`config.mk`:
```
export PLATFORM = sky130hd
export DESIGN_NAME = router_fifo_flat
export DESIGN_NICKNAME = d
export VERILOG_FILES = /design/src/rtl/router_fifo_if.sv /design/src/rtl/router_fifo.sv /design/src/flat_wrapper.sv
export SDC_FILE = /design/constraint.sdc
export NUM_CORES = 1
export LEC_CHECK = 0
export ABC_AREA = 1
export BUFFER_PORTS_ARGS = -buffer_cell sky130_fd_sc_hd__buf_2
export CORE_ASPECT_RATIO = 0.5
export CORE_MARGIN = 4
export CORE_UTILIZATION = 40
export CTS_CLUSTER_SIZE = 30
export DETAILED_ROUTE_END_ITERATION = 10
export PLACE_DENSITY_LB_ADDON = 0.1
export SLEW_MARGIN = 20
export SYNTH_ARGS = -nofsm -noshare
export SYNTH_HDL_FRONTEND = slang
export SYNTH_SLANG_ARGS = --single-unit
```
`constraint.sdc`:
```
create_clock -name clock -period 2.9 [get_ports clock]
set_input_delay 0.58 -clock clock [delete_from_list [all_inputs] [get_ports clock]]
set_output_delay 0.58 -clock clock [all_outputs]
set_load 0.02 [all_outputs]
```
`src/rtl/router_fifo_if.sv`:
```
// Handshake and data bundle between the register stage, a router_fifo and its destination reader.
// The master drives writes, reads and flushes; the slave (the FIFO) returns its flags and read data.
interface router_fifo_if #(
    parameter int WIDTH = 8
);
    logic             soft_reset;
    logic             write_enb;
    logic             read_enb;
    logic             lfd_state;
    logic [WIDTH-1:0] data_in;
    logic             full;
    logic             empty;
    logic [WIDTH-1:0] data_out;

    modport master (
        output soft_reset, write_enb, read_enb, lfd_state, data_in,
        input  full, empty, data_out
    );

    modport slave (
        input  soft_reset, write_enb, read_enb, lfd_state, data_in,
        output full, empty, data_out
    );
endinterface

```
`src/rtl/router_fifo.sv`:
```
// Per-destination output FIFO of the 1x3 router: stores {header flag, byte} entries and tracks packet length.
// Define ROUTER_FIFO_TRISTATE_EN to make the idle value of data_out high-impedance instead of zero.
module router_fifo #(
    parameter int DEPTH = 16,
    parameter int WIDTH = 8
) (
    input logic        clock,
    input logic        resetn,
    router_fifo_if.slave bus
);
    localparam int AW = $clog2(DEPTH);
`ifdef ROUTER_FIFO_TRISTATE_EN
    localparam logic [WIDTH-1:0] IDLE = {WIDTH{1'bz}};
`else
    localparam logic [WIDTH-1:0] IDLE = '0;
`endif
    localparam logic [AW:0] PTR_ONE = {{AW{1'b0}}, 1'b1};

    logic [AW:0]    wr_ptr;
    logic [AW:0]    rd_ptr;
    logic [WIDTH:0] mem [DEPTH];
    logic [WIDTH:0] rd_entry;
    logic           lfd_d;
    logic [6:0]     pkt_count;
    logic [WIDTH-1:0] data_q;
    logic           full;
    logic           empty;
    logic           wr_ok;
    logic           rd_ok;

    assign empty    = (wr_ptr == rd_ptr);
    assign full     = (wr_ptr[AW] != rd_ptr[AW]) && (wr_ptr[AW-1:0] == rd_ptr[AW-1:0]);
    assign wr_ok    = bus.write_enb && !full;
    assign rd_ok    = bus.read_enb && !empty;
    assign rd_entry = mem[rd_ptr[AW-1:0]];

    assign bus.full     = full;
    assign bus.empty    = empty;
    assign bus.data_out = data_q;

    // Storage has no reset; a flush only moves the pointers.
    always_ff @(posedge clock) begin
        if (wr_ok && !bus.soft_reset)
            mem[wr_ptr[AW-1:0]] <= {lfd_d, bus.data_in};
    end

    // lfd_state leads the register-stage byte by one clock, so it is delayed before tagging.
    always_ff @(posedge clock or negedge resetn) begin
        if (!resetn) begin
            wr_ptr    <= '0;
            rd_ptr    <= '0;
            pkt_count <= '0;
            data_q    <= IDLE;
            lfd_d     <= 1'b0;
        end else begin
            lfd_d <= bus.lfd_state;
            if (bus.soft_reset) begin
                wr_ptr    <= '0;
                rd_ptr    <= '0;
                pkt_count <= '0;
                data_q    <= IDLE;
            end else begin
                if (wr_ok)
                    wr_ptr <= wr_ptr + PTR_ONE;
                if (rd_ok) begin
                    rd_ptr <= rd_ptr + PTR_ONE;
                    if (rd_entry[WIDTH]) begin
                        data_q    <= rd_entry[WIDTH-1:0];
                        pkt_count <= {1'b0, rd_entry[7:2]} + 7'd1;
                    end else if (pkt_count != 7'd0) begin
                        data_q    <= rd_entry[WIDTH-1:0];
                        pkt_count <= pkt_count - 7'd1;
                    end else begin
                        // Payload with no open packet is a framing error: drop it.
                        data_q <= IDLE;
                    end
                end else if (pkt_count == 7'd0) begin
                    data_q <= IDLE;
                end
            end
        end
    end
endmodule

```
`src/flat_wrapper.sv`:
```
// flat-port wrapper written by rule: the top's interface ports become plain ports
module router_fifo_flat 
#(
    parameter int DEPTH = 16,
    parameter int WIDTH = 8
)
  (clock, resetn, bus_soft_reset, bus_write_enb, bus_read_enb, bus_lfd_state, bus_data_in, bus_full, bus_empty, bus_data_out);
  router_fifo_if #(.WIDTH(WIDTH)) bus_i ();
  input logic clock;
  input logic resetn;
  input wire logic [$bits(bus_i.soft_reset)-1:0] bus_soft_reset;
  input wire logic [$bits(bus_i.write_enb)-1:0] bus_write_enb;
  input wire logic [$bits(bus_i.read_enb)-1:0] bus_read_enb;
  input wire logic [$bits(bus_i.lfd_state)-1:0] bus_lfd_state;
  input wire logic [$bits(bus_i.data_in)-1:0] bus_data_in;
  output wire logic [$bits(bus_i.full)-1:0] bus_full;
  output wire logic [$bits(bus_i.empty)-1:0] bus_empty;
  output wire logic [$bits(bus_i.data_out)-1:0] bus_data_out;
  assign bus_i.soft_reset = bus_soft_reset;
  assign bus_i.write_enb = bus_write_enb;
  assign bus_i.read_enb = bus_read_enb;
  assign bus_i.lfd_state = bus_lfd_state;
  assign bus_i.data_in = bus_data_in;
  assign bus_full = bus_i.full;
  assign bus_empty = bus_i.empty;
  assign bus_data_out = bus_i.data_out;
  router_fifo #(.DEPTH(DEPTH), .WIDTH(WIDTH)) u_core (.clock(clock), .resetn(resetn), .bus(bus_i));
endmodule
```
==> results.sh, run 1 <==
export IMPL_status="finished clean"
export IMPL_grt_pass1_wl_mm=30.5
export IMPL_vias_per_cell=5.04
export IMPL_worstSetupEndpointType="output port"
export IMPL_syn_inst=722
export IMPL_tightest_slew_ns=0.950
export IMPL_reg2reg_slack_ns=0.38
export IMPL_p_sw_share_pct=29.1
export IMPL_period_needed_ns=2.53
export IMPL_rsz0062_at_grt="false"
export IMPL_rows=35
export IMPL_power_switching_w=0.00181
export IMPL_vias=5112
export IMPL_core_mm2=0.0184
export IMPL_hp_class="in2async"
export IMPL_cap_violations=0
export IMPL_crit_arrival_ns=1.95
export IMPL_ys_seq_area_share_pct=66.3
export IMPL_hpwlAfterDp_mm=13.0
export IMPL_clock_latency_ns=0.44
export IMPL_comb_power_share_pct=17.2
export IMPL_r2r_cells=9
export IMPL_hold_slack_ns=0.186
export IMPL_rr_endpoint="u_core.mem[15][1]"
export IMPL_drive_above_1_share_pct=12.8
export IMPL_clk_root_buffer_cell="clkbuf_16"
export IMPL_cts_clk_slew_worst_paths_ns=0.07
export IMPL_synth_fp_nets=743
export IMPL_grt_overflow_total=0
export IMPL_drt_iter0_markers=457
export IMPL_grt_max_degree=43
export IMPL_crit_path_max_fanout=14
export IMPL_ys_ff_latch=170
export IMPL_initial_core_util_pct=40.8
export IMPL_ioPinCount=24
export IMPL_avgSynthCellArea_um2=10.4
export IMPL_numClockSinks=170
export IMPL_grt_use_total_pct=19.4
export IMPL_cp_start_kind="flip-flop"
export IMPL_finalCritPeriodShare_pct=87.3
export IMPL_leakage_nw=3.52
export IMPL_htree_levels=4
export IMPL_clockBufferDepth=2
export IMPL_final_cell_mix="190 x nand2_1, 144 x edfxtp_1, 81 x nor2_1"
export IMPL_setup_viol=0
export IMPL_r2r_start="u_core.rd_ptr[1]"
export IMPL_dieArea_mm2=0.0212
export IMPL_crit_required_ns=2.32
export IMPL_drtAntennaViolNets=0
export IMPL_nFillCells=1704
export IMPL_fin_tns_setup_ns=0
export IMPL_p_int_w=0.00439
export IMPL_dr_pass1_iters=7
export IMPL_path_class="reg2out"
export IMPL_synthTopCellsByArea="edfxtp_1 58%, nand2_1 9.5%, dfrtp_1 8.7%"
export IMPL_die_h_um=105
export IMPL_diodes=0
export IMPL_ys_types=33
export IMPL_cts_resized=0
export IMPL_ys_warn_count=0
export IMPL_yosysTopAreaCellShare_pct=57.6
export IMPL_slew_viol_final=0
export IMPL_antenna_found_initial=0
export IMPL_port_buffers=23
export IMPL_pwr_share_clk_pct=38.1
export IMPL_gp_congestion=0.895
export IMPL_wl_per_cell_um=19.7
export IMPL_synth_top_area_cell="edfxtp_1"
export IMPL_critPathSlowestCell="dfrtp_1"
export IMPL_crit_chain="buf_4 -> xor2_1 -> nor2_1 -> nand2_1 -> or2_1 -> inv_1 -> buf_2"
export IMPL_postCtsHoldBufs=0
export IMPL_pwr_share_seq_pct=44.7
export IMPL_max_stage_delay_ns=0.40
export IMPL_finalHoldViolations=0
export IMPL_irDropWorstVdd_mv=0.331
export IMPL_max_slew_margin_pct=36.4
export IMPL_totalWireLength_mm=20.0
export IMPL_areaGrowthSynthToFinish_pct=14.2
export IMPL_syn_cell_area_mm2=0.00750
export IMPL_fin_skew_ns=0.0162
export IMPL_cts_tree="done"
export IMPL_die_w_um=202
export IMPL_route_detailed_drc=0
export IMPL_power_density_mw_per_mm2=723
export IMPL_fmax_mhz=395
export IMPL_grt_pass1_vias=4826
export IMPL_layout_commonest_cell="nand2_1"
export IMPL_post_cts_setup_buffers=0
export IMPL_fin_nets=783
export IMPL_cts_made_buffers=17
-- sequential cells by signal, summed over array words and instances, names as in the netlist --
| name | cells |
|---|---|
| u_core.bus.data_out | 8 |
| u_core.lfd_d | 1 |
| u_core.mem | 144 |
| u_core.pkt_count | 7 |
| u_core.rd_ptr | 5 |
| u_core.wr_ptr | 5 |
-- stage by stage --
step	power, W	area, um^2	setup WS (ns)	utilization (%)	instances
6_report	0.00620	8570	0.369	46.6	1015
3_3_place_gp	0.00388	7960	0.342	43.3	983
5_1_grt	0.00649	8570	0.177	46.6	1015
4_1_cts	0.00624	8570	0.352	46.6	1015
3_5_place_dp	0.00388	7960	0.371	43.3	983
2_1_floorplan	0.00354	7500	0.668	-	722
-- cell type report --
cell class	count	area, um^2	share of cell area, %
Timing Repair Buffer	49	335	3.91
Inverter	83	312	3.64
Clock inverter	11	135	1.58
Clock buffer	21	470	5.49
Tap cell	240	300	3.50
Sequential cell	170	4980	58.1
Multi-Input combinational cell	441	2040	23.8
-- metal layers --
metal / track usage (%) / vias up / routed length [um]
met5: 0 / - / 0
met4: 5.60 / 0 / 276
met3: 4.19 / 18 / 1220
met2: 25.6 / 140 / 7900
met1: 31.3 / 2473 / 10600
li1: - / 2481 / -
-- worst max path at each step --
stage                      from           endpoint  slack (ns)  depth (start not counted)
3_3_place_gp   u_core.rd_ptr[1]  u_core.mem[15][3]        0.34                          9
4_1_cts        u_core.rd_ptr[1]  u_core.mem[15][1]        0.35                          9
6_report       u_core.rd_ptr[1]           bus_full        0.37                          7
2_1_floorplan  u_core.rd_ptr[0]   u_core.mem[7][0]        0.67                          9
3_5_place_dp   u_core.rd_ptr[1]  u_core.mem[15][7]        0.37                          9
5_1_grt        u_core.rd_ptr[1]  u_core.mem[15][1]        0.18                          9
-- cells in the mapped netlist --
cell / count
nand2_1: 190
edfxtp_1: 144
nor2_1: 81
inv_1: 77
nand3_1: 48
o21ai_0: 45
dfrtp_1: 26
o22ai_1: 13
o21ai_1: 11
buf_4: 9
buf_2: 8
nor3_1: 8
ha_1: 7
a21oi_1: 6
clkbuf_1: 6
xor2_1: 6
inv_2: 5
nand2_2: 5
buf_6: 4
nor2_2: 4
o221ai_1: 4
xnor2_1: 3
o21bai_1: 2
a21oi_4: 1
buf_1: 1
clkinv_1: 1
nand2_4: 1
nand3_2: 1
nand4_1: 1
o211ai_1: 1
o211ai_2: 1
o21a_1: 1
or2_1: 1
-- worst max-delay path, delay by kind of cell (launching register included) --
kind	cells	cell delay (ns)
DFF	1	0.40
buffers and inverters	3	0.48
and+or+nand+nor	3	0.49
xor gates and xnor gates	1	0.15
-- cell families after synthesis --
logic type | share of synthesized area, %
DFF | 66.3
buffers and inverters | 6.54
adders and majority gates | 1.17
and+or+nand+nor | 18.5
AOI/OAI and AO/OA | 6.47
xor gates and xnor gates | 1.05
-- power groups by stage --
stage / sequential, W / combinational, W / clock, W
5_1_grt: 0.00278 / 0.00119 / 0.00252
4_1_cts: 0.00277 / 0.00106 / 0.00240
6_report: 0.00277 / 0.00106 / 0.00236
3_5_place_dp: 0.00283 / 0.00105 / 0
2_1_floorplan: 0.00283 / 0.000718 / 0
3_3_place_gp: 0.00283 / 0.00106 / 0
Power figures use the tool's default switching activity.
==> inputs of run 2 (changes only) <==
--- a/config.mk
+++ b/config.mk
@@ -12,7 +12,6 @@
 export CORE_UTILIZATION = 40
 export CTS_CLUSTER_SIZE = 30
 export DETAILED_ROUTE_END_ITERATION = 10
-export PLACE_DENSITY_LB_ADDON = 0.1
 export SLEW_MARGIN = 20
 export SYNTH_ARGS = -nofsm -noshare
 export SYNTH_HDL_FRONTEND = slang
==> run 2 against run 1 <==
Sequential share of layout area increased by 0.16 points. Register-to-register slack improved by 0.10 ns. Power decreased by 3.3%. Sequential power about the same. Largest cell class unchanged. Via count decreased by 0.35%. Critical path depth increased by 7. Non-clock buffer count decreased by 1. Clock skew decreased by 0.0061 ns. Worst hold slack got worse by 0.034 ns. Fmax increased by 4.7%. Highest routed layer is now met5.
==> results.sh, run 2 (synthesized netlist as in run 1, its figures left out) <==
export IMPL_final_util_pct=46.5
export IMPL_hp_class="in2async"
export IMPL_period_needed_ns=2.42
export IMPL_port_buffers=23
export IMPL_cts_resized=0
export IMPL_numClockSinks=170
export IMPL_core_mm2=0.0184
export IMPL_fin_tns_setup_ns=0
export IMPL_clockBufferDepth=2
export IMPL_status="finished clean"
export IMPL_final_cell_mix="190 x nand2_1, 144 x edfxtp_1, 81 x nor2_1"
export IMPL_dr_pass1_iters=5
export IMPL_slew_viol_final=0
export IMPL_grt_pass1_wl_mm=27.3
export IMPL_leakage_nw=3.50
export IMPL_cp_start_kind="flip-flop"
export IMPL_crit_required_ns=3.23
export IMPL_finalCritPeriodShare_pct=83.3
export IMPL_antenna_found_initial=2
export IMPL_grt_max_degree=65
export IMPL_vias=5094
export IMPL_grt_overflow_total=0
export IMPL_post_cts_setup_buffers=0
export IMPL_drtAntennaViolNets=0
export IMPL_totalWireLength_mm=17.2
export IMPL_layout_commonest_cell="nand2_1"
export IMPL_clock_latency_ns=0.43
export IMPL_grt_use_total_pct=16.8
export IMPL_crit_arrival_ns=2.75
export IMPL_drive_above_1_share_pct=12.8
export IMPL_route_detailed_drc=0
export IMPL_met1_usage_pct=24.6
export IMPL_postCtsHoldBufs=0
export IMPL_fin_nets=782
export IMPL_irDropWorstVdd_mv=0.419
export IMPL_largest_register_ffs=144
export IMPL_areaGrowthSynthToFinish_pct=13.9
export IMPL_vias_per_cell=5.02
export IMPL_fmax_mhz=414
export IMPL_cts_tree="done"
export IMPL_htree_levels=4
export IMPL_die_w_um=202
export IMPL_rows=35
export IMPL_tightest_slew_ns=0.895
export IMPL_setup_viol=0
export IMPL_crit_path_max_fanout=20
export IMPL_finalHoldViolations=0
export IMPL_clk_root_buffer_cell="clkbuf_16"
export IMPL_grt_util_met2_pct=25.6
export IMPL_ioPinCount=24
export IMPL_die_h_um=105
export IMPL_grt_use_met3_pct=3.29
export IMPL_wl_per_cell_um=17.0
export IMPL_rsz0062_at_grt="false"
export IMPL_gp_congestion=0.828
export IMPL_grt_pass1_vias=4869
export IMPL_cts_made_buffers=17
export IMPL_initial_core_util_pct=40.8
export IMPL_cap_violations=0
export IMPL_drt_iter0_markers=507
export IMPL_nFillCells=1682
export IMPL_worstSetupEndpointType="flip-flop"
export IMPL_diodes=0
export IMPL_hpwlAfterDp_mm=10.9
export IMPL_max_slew_margin_pct=40.1
export IMPL_cts_clk_slew_worst_paths_ns=0.07
export IMPL_path_class="reg2reg"
export IMPL_power_density_mw_per_mm2=701
export IMPL_dieArea_mm2=0.0212
export IMPL_busiest_layer="met2"
export IMPL_fin_skew_ns=0.0101
==> run 2: cell count changes in the layout (fill, tap and decap cells not counted), sizes merged <==
cell / before / now
clkinvlp: 2 / 1
clkinv: 3 / 10
bufinv: 2 / 0
buf: 49 / 48
clkbuf: 21 / 17
==> run 2: metal layers <==
layer	vias up	share of wire, %	routed length (um)
met2	155	45	7800
met1	2448	46	7980
li1	2468	-	-
met3	19	7.3	1260
met4	4	0.94	161
met5	-	0.081	14
==> run 2: cell type report <==
| class | instances | area, um^2 | area share [%] |
|---|---|---|---|
| timing repair buffer | 48 | 315 | 3.69 |
| clock inverter | 15 | 176 | 2.06 |
| inverter | 83 | 312 | 3.65 |
| multi-input combinational | 441 | 2040 | 23.9 |
| tap | 240 | 300 | 3.51 |
| clock buffer | 17 | 425 | 4.98 |
| sequential | 170 | 4980 | 58.2 |
==> run 2: critical path, cell delays in order, from the launching register on <==
cell,delay [ns]
dfrtp_2,0.45
inv_2,0.30
buf_4,0.32
o21ai_0,0.15
o21ai_1,0.09
nand2_1,0.07
nand2_1,0.08
inv_1,0.06
nand2_4,0.12
inv_2,0.08
nand2_2,0.10
nand2_2,0.17
inv_1,0.16
nand2_1,0.06
o21ai_0,0.08
==> run 2: worst paths after layout <==
path | slack (ns) | start | to | depth (start not counted)
setup / recovery | 0.48 | u_core.rd_ptr[0] | u_core.bus.data_out[4] | 14
hold / removal | 0.15 | resetn | u_core.bus.data_out[1] | 1
setup reg to reg | 0.48 | u_core.rd_ptr[0] | u_core.bus.data_out[4] | 14
hold reg to reg | 0.50 | u_core.pkt_count[0] | u_core.pkt_count[0] | 2
max in group asynchronous | 2.31 | resetn | u_core.rd_ptr[0] | 1
min in group clock | 0.26 | bus_lfd_state | u_core.lfd_d | 1
==> run 2: where the power goes <==
group / internal (W) / leakage (nW) / switching [W]
clock: 0.00116 / 0.289 / 0.00108
combinational: 0.000311 / 1.57 / 0.000683
sequential: 0.00271 / 1.65 / 0.0000509
total: 0.00418 / 3.50 / 0.00181
==> run 2: per-stage QoR <==
stage	cell area (um^2)	hold WS, ns	instances	setup slack, ns	power, W
after detailed placement	7940	0.490	982	0.541	0.00381
after global placement	7940	0.472	982	0.573	0.00380
after CTS	8540	0.165	1014	0.484	0.00604
after floorplan	7500	0.284	722	0.668	0.00354
after global routing	8540	0.186	1014	0.217	0.00627
final	8540	0.152	1014	0.483	0.00599
